[src/rtl/seven_segment_pkg.sv]
// Shared constants for the seven-segment display path: segment bit positions,
// the active-low hex glyph table and the all-off pattern.
package seven_segment_pkg;

    localparam int unsigned SEG_A  = 0;
    localparam int unsigned SEG_B  = 1;
    localparam int unsigned SEG_C  = 2;
    localparam int unsigned SEG_D  = 3;
    localparam int unsigned SEG_E  = 4;
    localparam int unsigned SEG_F  = 5;
    localparam int unsigned SEG_G  = 6;
    localparam int unsigned SEG_DP = 7;

    localparam logic [7:0] SEG_ALL_OFF = 8'hFF;

    // Entry n is the glyph for nibble n; dp (bit 7) is off in every entry.
    localparam logic [15:0][7:0] HEX_GLYPHS = {
        8'h8E, 8'h86, 8'hA1, 8'hC6, 8'h83, 8'h88, 8'h90, 8'h80,
        8'hF8, 8'h82, 8'h92, 8'h99, 8'hB0, 8'hA4, 8'hF9, 8'hC0
    };

endpackage

[src/rtl/seven_segment_decoder.sv]
// Combinational nibble-to-segment decoder with decimal point and blanking,
// producing an active-low a..g,dp pattern.
module seven_segment_decoder (
    input  logic [3:0] nibble,
    input  logic       point,
    input  logic       blank,
    output logic [7:0] pattern
);
    import seven_segment_pkg::*;

    always_comb begin
        pattern = HEX_GLYPHS[nibble];
        if (blank) begin
            pattern[SEG_G:SEG_A] = SEG_ALL_OFF[SEG_G:SEG_A];
        end
        pattern[SEG_DP] = ~point;
    end

endmodule

[src/rtl/seven_segment_scanner.sv]
// Multiplexed common-anode seven-segment scanner with valid/ready loading,
// frame-boundary display update, leading-zero blanking and PWM brightness.
module seven_segment_scanner #(
    parameter int unsigned DIGITS          = 8,
    parameter int unsigned DIGIT_PERIOD    = 1024,
    parameter int unsigned BRIGHTNESS_BITS = 4
) (
    input  logic                       clock,
    input  logic                       resetN,
    input  logic [4*DIGITS-1:0]        data,
    input  logic [DIGITS-1:0]          pointEnable,
    input  logic                       dataValid,
    output logic                       dataReady,
    input  logic                       blankLeadingZeros,
    input  logic [BRIGHTNESS_BITS-1:0] brightness,
    output logic [7:0]                 segmentEnableN,
    output logic [DIGITS-1:0]          digitEnableN,
    output logic                       frameStart
);
    import seven_segment_pkg::*;

    localparam int unsigned PW = $clog2(DIGIT_PERIOD);
    localparam int unsigned DW = $clog2(DIGITS);

    logic [PW-1:0]         prescaler;
    logic [DW-1:0]         digit_index;
    logic [4*DIGITS-1:0]   display_data;
    logic [DIGITS-1:0]     display_points;
    logic [4*DIGITS-1:0]   pending_data;
    logic [DIGITS-1:0]     pending_points;
    logic                  pending_full;

    logic                  slot_end;
    logic                  last_digit;
    logic                  frame_boundary;
    logic                  duty_on;
    logic [DIGITS-1:0]     lead_zero;
    logic [DIGITS-1:0]     digit_onehot;
    logic [3:0]            cur_nibble;
    logic [7:0]            cur_pattern;

    assign dataReady      = ~pending_full;
    assign slot_end       = (prescaler == PW'(DIGIT_PERIOD - 1));
    assign last_digit     = (digit_index == DW'(DIGITS - 1));
    assign frame_boundary = slot_end && last_digit;
    assign duty_on        = (prescaler[PW-1 -: BRIGHTNESS_BITS] <= brightness);
    assign cur_nibble     = display_data[{digit_index, 2'b00} +: 4];

    // lead_zero[i]: nibble i and every nibble above it are zero; digit 0 never blanks.
    always_comb begin
        logic higher_zero;
        lead_zero   = '0;
        higher_zero = 1'b1;
        for (int unsigned i = DIGITS - 1; i > 0; i--) begin
            higher_zero  = higher_zero && (display_data[4*i +: 4] == 4'h0);
            lead_zero[i] = higher_zero;
        end
    end

    always_comb begin
        digit_onehot              = '0;
        digit_onehot[digit_index] = 1'b1;
    end

    seven_segment_decoder u_decoder (
        .nibble  (cur_nibble),
        .point   (display_points[digit_index]),
        .blank   (blankLeadingZeros && lead_zero[digit_index]),
        .pattern (cur_pattern)
    );

    always_ff @(posedge clock or negedge resetN) begin
        if (!resetN) begin
            prescaler      <= '0;
            digit_index    <= '0;
            display_data   <= '0;
            display_points <= '0;
            pending_data   <= '0;
            pending_points <= '0;
            pending_full   <= 1'b0;
            segmentEnableN <= SEG_ALL_OFF;
            digitEnableN   <= '1;
            frameStart     <= 1'b0;
        end else begin
            if (slot_end) begin
                prescaler   <= '0;
                digit_index <= last_digit ? '0 : digit_index + DW'(1);
            end else begin
                prescaler <= prescaler + PW'(1);
            end

            // Transfer needs pending full and acceptance needs it empty, so both never fire together.
            if (frame_boundary && pending_full) begin
                display_data   <= pending_data;
                display_points <= pending_points;
                pending_full   <= 1'b0;
            end else if (dataValid && !pending_full) begin
                pending_data   <= data;
                pending_points <= pointEnable;
                pending_full   <= 1'b1;
            end

            segmentEnableN <= cur_pattern;
            digitEnableN   <= duty_on ? ~digit_onehot : '1;
            frameStart     <= (prescaler == '0) && (digit_index == '0);
        end
    end

endmodule

[config.mk]
export PLATFORM = sky130hd
export DESIGN_NAME = seven_segment_scanner
export DESIGN_NICKNAME = d
export VERILOG_FILES = /design/src/rtl/seven_segment_pkg.sv /design/src/rtl/seven_segment_decoder.sv /design/src/rtl/seven_segment_scanner.sv
export SDC_FILE = /design/constraint.sdc
export NUM_CORES = 1
export LEC_CHECK = 0
export CAP_MARGIN = 0
export CORE_ASPECT_RATIO = 0.6
export CORE_MARGIN = 1.5
export CORE_UTILIZATION = 50
export CTS_CLUSTER_DIAMETER = 200
export DETAILED_ROUTE_END_ITERATION = 7
export PLACE_DENSITY = 0.85
export SLEW_MARGIN = 20
export SYNTH_ARGS = -nofsm -noshare
export SYNTH_HDL_FRONTEND = slang
export SYNTH_HIERARCHICAL = 1
export SYNTH_SLANG_ARGS = --single-unit
[constraint.sdc]
create_clock -name clock -period 2.3 [get_ports clock]
set_clock_uncertainty 0.1 [all_clocks]
set_input_delay 0.46 -clock clock [delete_from_list [all_inputs] [get_ports clock]]
set_output_delay 0.46 -clock clock [all_outputs]
set_load 0.02 [all_outputs]
==> results.md <==
- Htree depth: 3
- Critical path peak fanout: 5
- Min Hold Slack: between 0.3 and 0.4 ns
- Launching element type of the critical path: register
- Pin count of the biggest net entering global routing: 33
- Share of layout cells above drive strength 1: 0.401
- Post-synthesis cell area: between 5000 and 6000 µm²
- Register area share after synthesis: 0.546
- Multi-input logic area: about 2300 µm²
- Syn Area/Cell: 14.3 µm²
- Core footprint: 9910 µm²
- N_diodes: 0
- Filler cell count: 697
- Final wirelength: 10.5 mm
- Final worst slack: -0.000344 ns
- Gr usage total: 0.204
- CP Class: reg -> reg
- Starting Density: 0.517
- Drt via density: roughly 5.5
- # placed instances: between 500 and 600
- Post-DP HPWL: roughly 7.3 mm
- Syn Nets: about 420
- Synth-to-layout area growth: 28.0%
- Final nets: between 500 and 600
- Final setup fails: 1
- Number of enable flip-flop cells after synthesis: 0
- DR iter-0 viols: 168
- Root buf cell: clkbuf_16
- Num CTS Buffers: 9
- Measured slew at the worst slew-check pin: around 0.47 ns
- Synth Instances: 357
- Clock latency on the worst-skew pair: 0.35 ns
- # port buffers: between 60 and 70
- Main synth FF type: dfrtp_1
- Io pins: 66
- Seq. cell area: around 2800 µm²
- Pins Over Slew Limit: 0
- CP Capture Type: register
- Total power: about 3.8 mW
- Wire per inst: between 15 and 20 µm
- Async S/R FF share, synth: 1.00
- CP required: roughly 2.5 ns
- Tmin final: between 2 and 2.5 ns
- CTS tree: built
- Gpl congestion: between 0.8 and 0.9
- Endpoints failing hold: 0
- Failing checks: setup timing
- Distinct cells, synth: between 40 and 50
- Outcome: finished, violations left
- WP data arrival: 2.50 ns
- Clock slew at reported path FFs: approximately 0.070 ns
- Static Leak: about 3 nW
- DRC viols: 0
- Max cap viols: 0
- Count of state elements after synthesis: 111
- Die X: around 130 µm
- Routed vias: 3224
- Worst VDD drop: between 300 and 400 µV
- Clock sink count: 111
- Yosys warnings: 6
- GRT overflow: 0
- Vert. Die Dim: approximately 81 µm
- Achievable Freq: 435 MHz
- Vias in the first global route: approximately 3200
- Power Density: 584 nW/µm²
- Final TNS setup: -0.000344 ns
- Initial antenna violation count: 0
- Fin util: 0.661
- Hold Crit Class: reg -> reg
- Worst slew margin: 0.686
- Clk buf depth: 2
- Die area: 10900 µm²
- Period utilisation layout: 1.00
- FP Rows: 28
- First-pass GRT wire length: between 15 and 20 mm
- ANT nets after route: 0
- Final cell count without fillers: 586
- First-pass iteration count of the detailed router: 4
report_power, final:
part / leakage, nW / switching [mW] / internal, mW
Sequential: 1.40 / 0.0541 / 2.05
Combinational: 1.46 / 0.0758 / 0.148
Clock: 0.135 / 0.667 / 0.835
Total: 2.99 / 0.797 / 3.03
repair_timing:
| action | CTS | global route |
|---|---|---|
| endpoints found under the hold margin | 22 | 0 |
| buffers inserted | 7 | 1 |
| gates resized for setup | 12 | 18 |
| pin swaps | 8 | 5 |
| hold buffers | 1 | 0 |
| gates cloned | 1 | 1 |
| endpoints found under the setup margin | 4 | 45 |
synth_stat cells (8+ instances only):
master | count | share of area
nand2_1 | 21 | 0.015
ha_1 | 16 | 0.039
nand3_1 | 9 | 0.0088
inv_1 | 14 | 0.010
dfrtp_1 | 95 | 0.46
nor2_1 | 14 | 0.010
clkbuf_1 | 8 | 0.0059
dfstp_2 | 16 | 0.082
nor4_1 | 8 | 0.0098
mux2_2 | 44 | 0.097
mux2_4 | 39 | 0.11
mux4_2 | 10 | 0.044
metrics by stage:
step / area (µm²) / worst slack [ns]
after global placement: 6030 / 0.0559
after global routing: 6550 / -0.0375
after CTS: 6460 / 0.00209
final: 6550 / -0.000344
after floorplan: 5130 / 0.0292
after detailed placement: 6030 / -0.0637
logic make-up (layout without fill, tap and decap cells):
group,Yosys count,after routing,share of synthesized area
flip-flops,111,111,0.546
AO/OA/AOI/OAI,20,20,0.0305
multiplexers,98,99,0.265
AND/OR/NAND/NOR,74,74,0.0753
buffers and inverters,31,124,0.0315
XOR/XNOR,7,7,0.0120
adder cells (fa/ha/maj),16,16,0.0391
area by class of cell:
class                           instances  share of cell area
Clock buffer                           11              0.0355
Clock inverter                          4             0.00726
Inverter                               14             0.00802
Multi-Input combinational cell        216               0.351
Sequential cell                       111               0.427
Tap cell                              135              0.0258
Timing Repair Buffer                   95               0.145
sequential cells by signal, indices dropped and copies added (netlist names):
| signal | cells |
|---|---|
| digitEnableN | 8 |
| digit_index | 3 |
| display_data | 32 |
| display_points | 8 |
| frameStart | 1 |
| pending_data | 32 |
| pending_full | 1 |
| pending_points | 8 |
| prescaler | 10 |
| segmentEnableN | 8 |
routing by layer:
layer,part of all wire,global-route usage
met1,0.46,0.279
met2,0.45,0.313
met3,0.065,0.0612
met4,0.020,0.0707
met5,0,0
cells in the final DEF, fill, tap and decap left out, types with 4 or more instances in the layout:
cell              n
inv_1            12
nand2_2           4
dfstp_2          16
buf_4            23
mux2_2           43
xnor2_1           5
nor2_1           13
dfrtp_1          94
mux2_4           43
clkdlybuf4s50_1  64
nand3_1           9
nand2_1          15
mux4_2           10
nor4_1            5
clkbuf_16         9
ha_1             11
nand4_1           5
critical path, stage by stage (launching register included):
cell	delay, ns
dfrtp_2	0.44
buf_6	0.12
bufbuf_16	0.25
buf_4	0.13
mux4_2	0.48
mux2_4	0.32
nor3_1	0.26
a211o_1	0.15
worst paths after layout:
kind | from | end | slack (ns) | cells past startpoint
worst max-delay path | digit_index[0] | segmentEnableN[5] | -0.0003 | 7
worst min-delay path | pending_points[2] | display_points[2] | 0.40 | 1
worst max register to register | digit_index[0] | segmentEnableN[5] | -0.0003 | 7
worst min register to register | pending_points[2] | display_points[2] | 0.40 | 1
max in group asynchronous | resetN | pending_data[30] | 0.96 | 3
min in group asynchronous | resetN | frameStart | 0.46 | 2
Note: power is estimated with default switching activity, not from simulation.
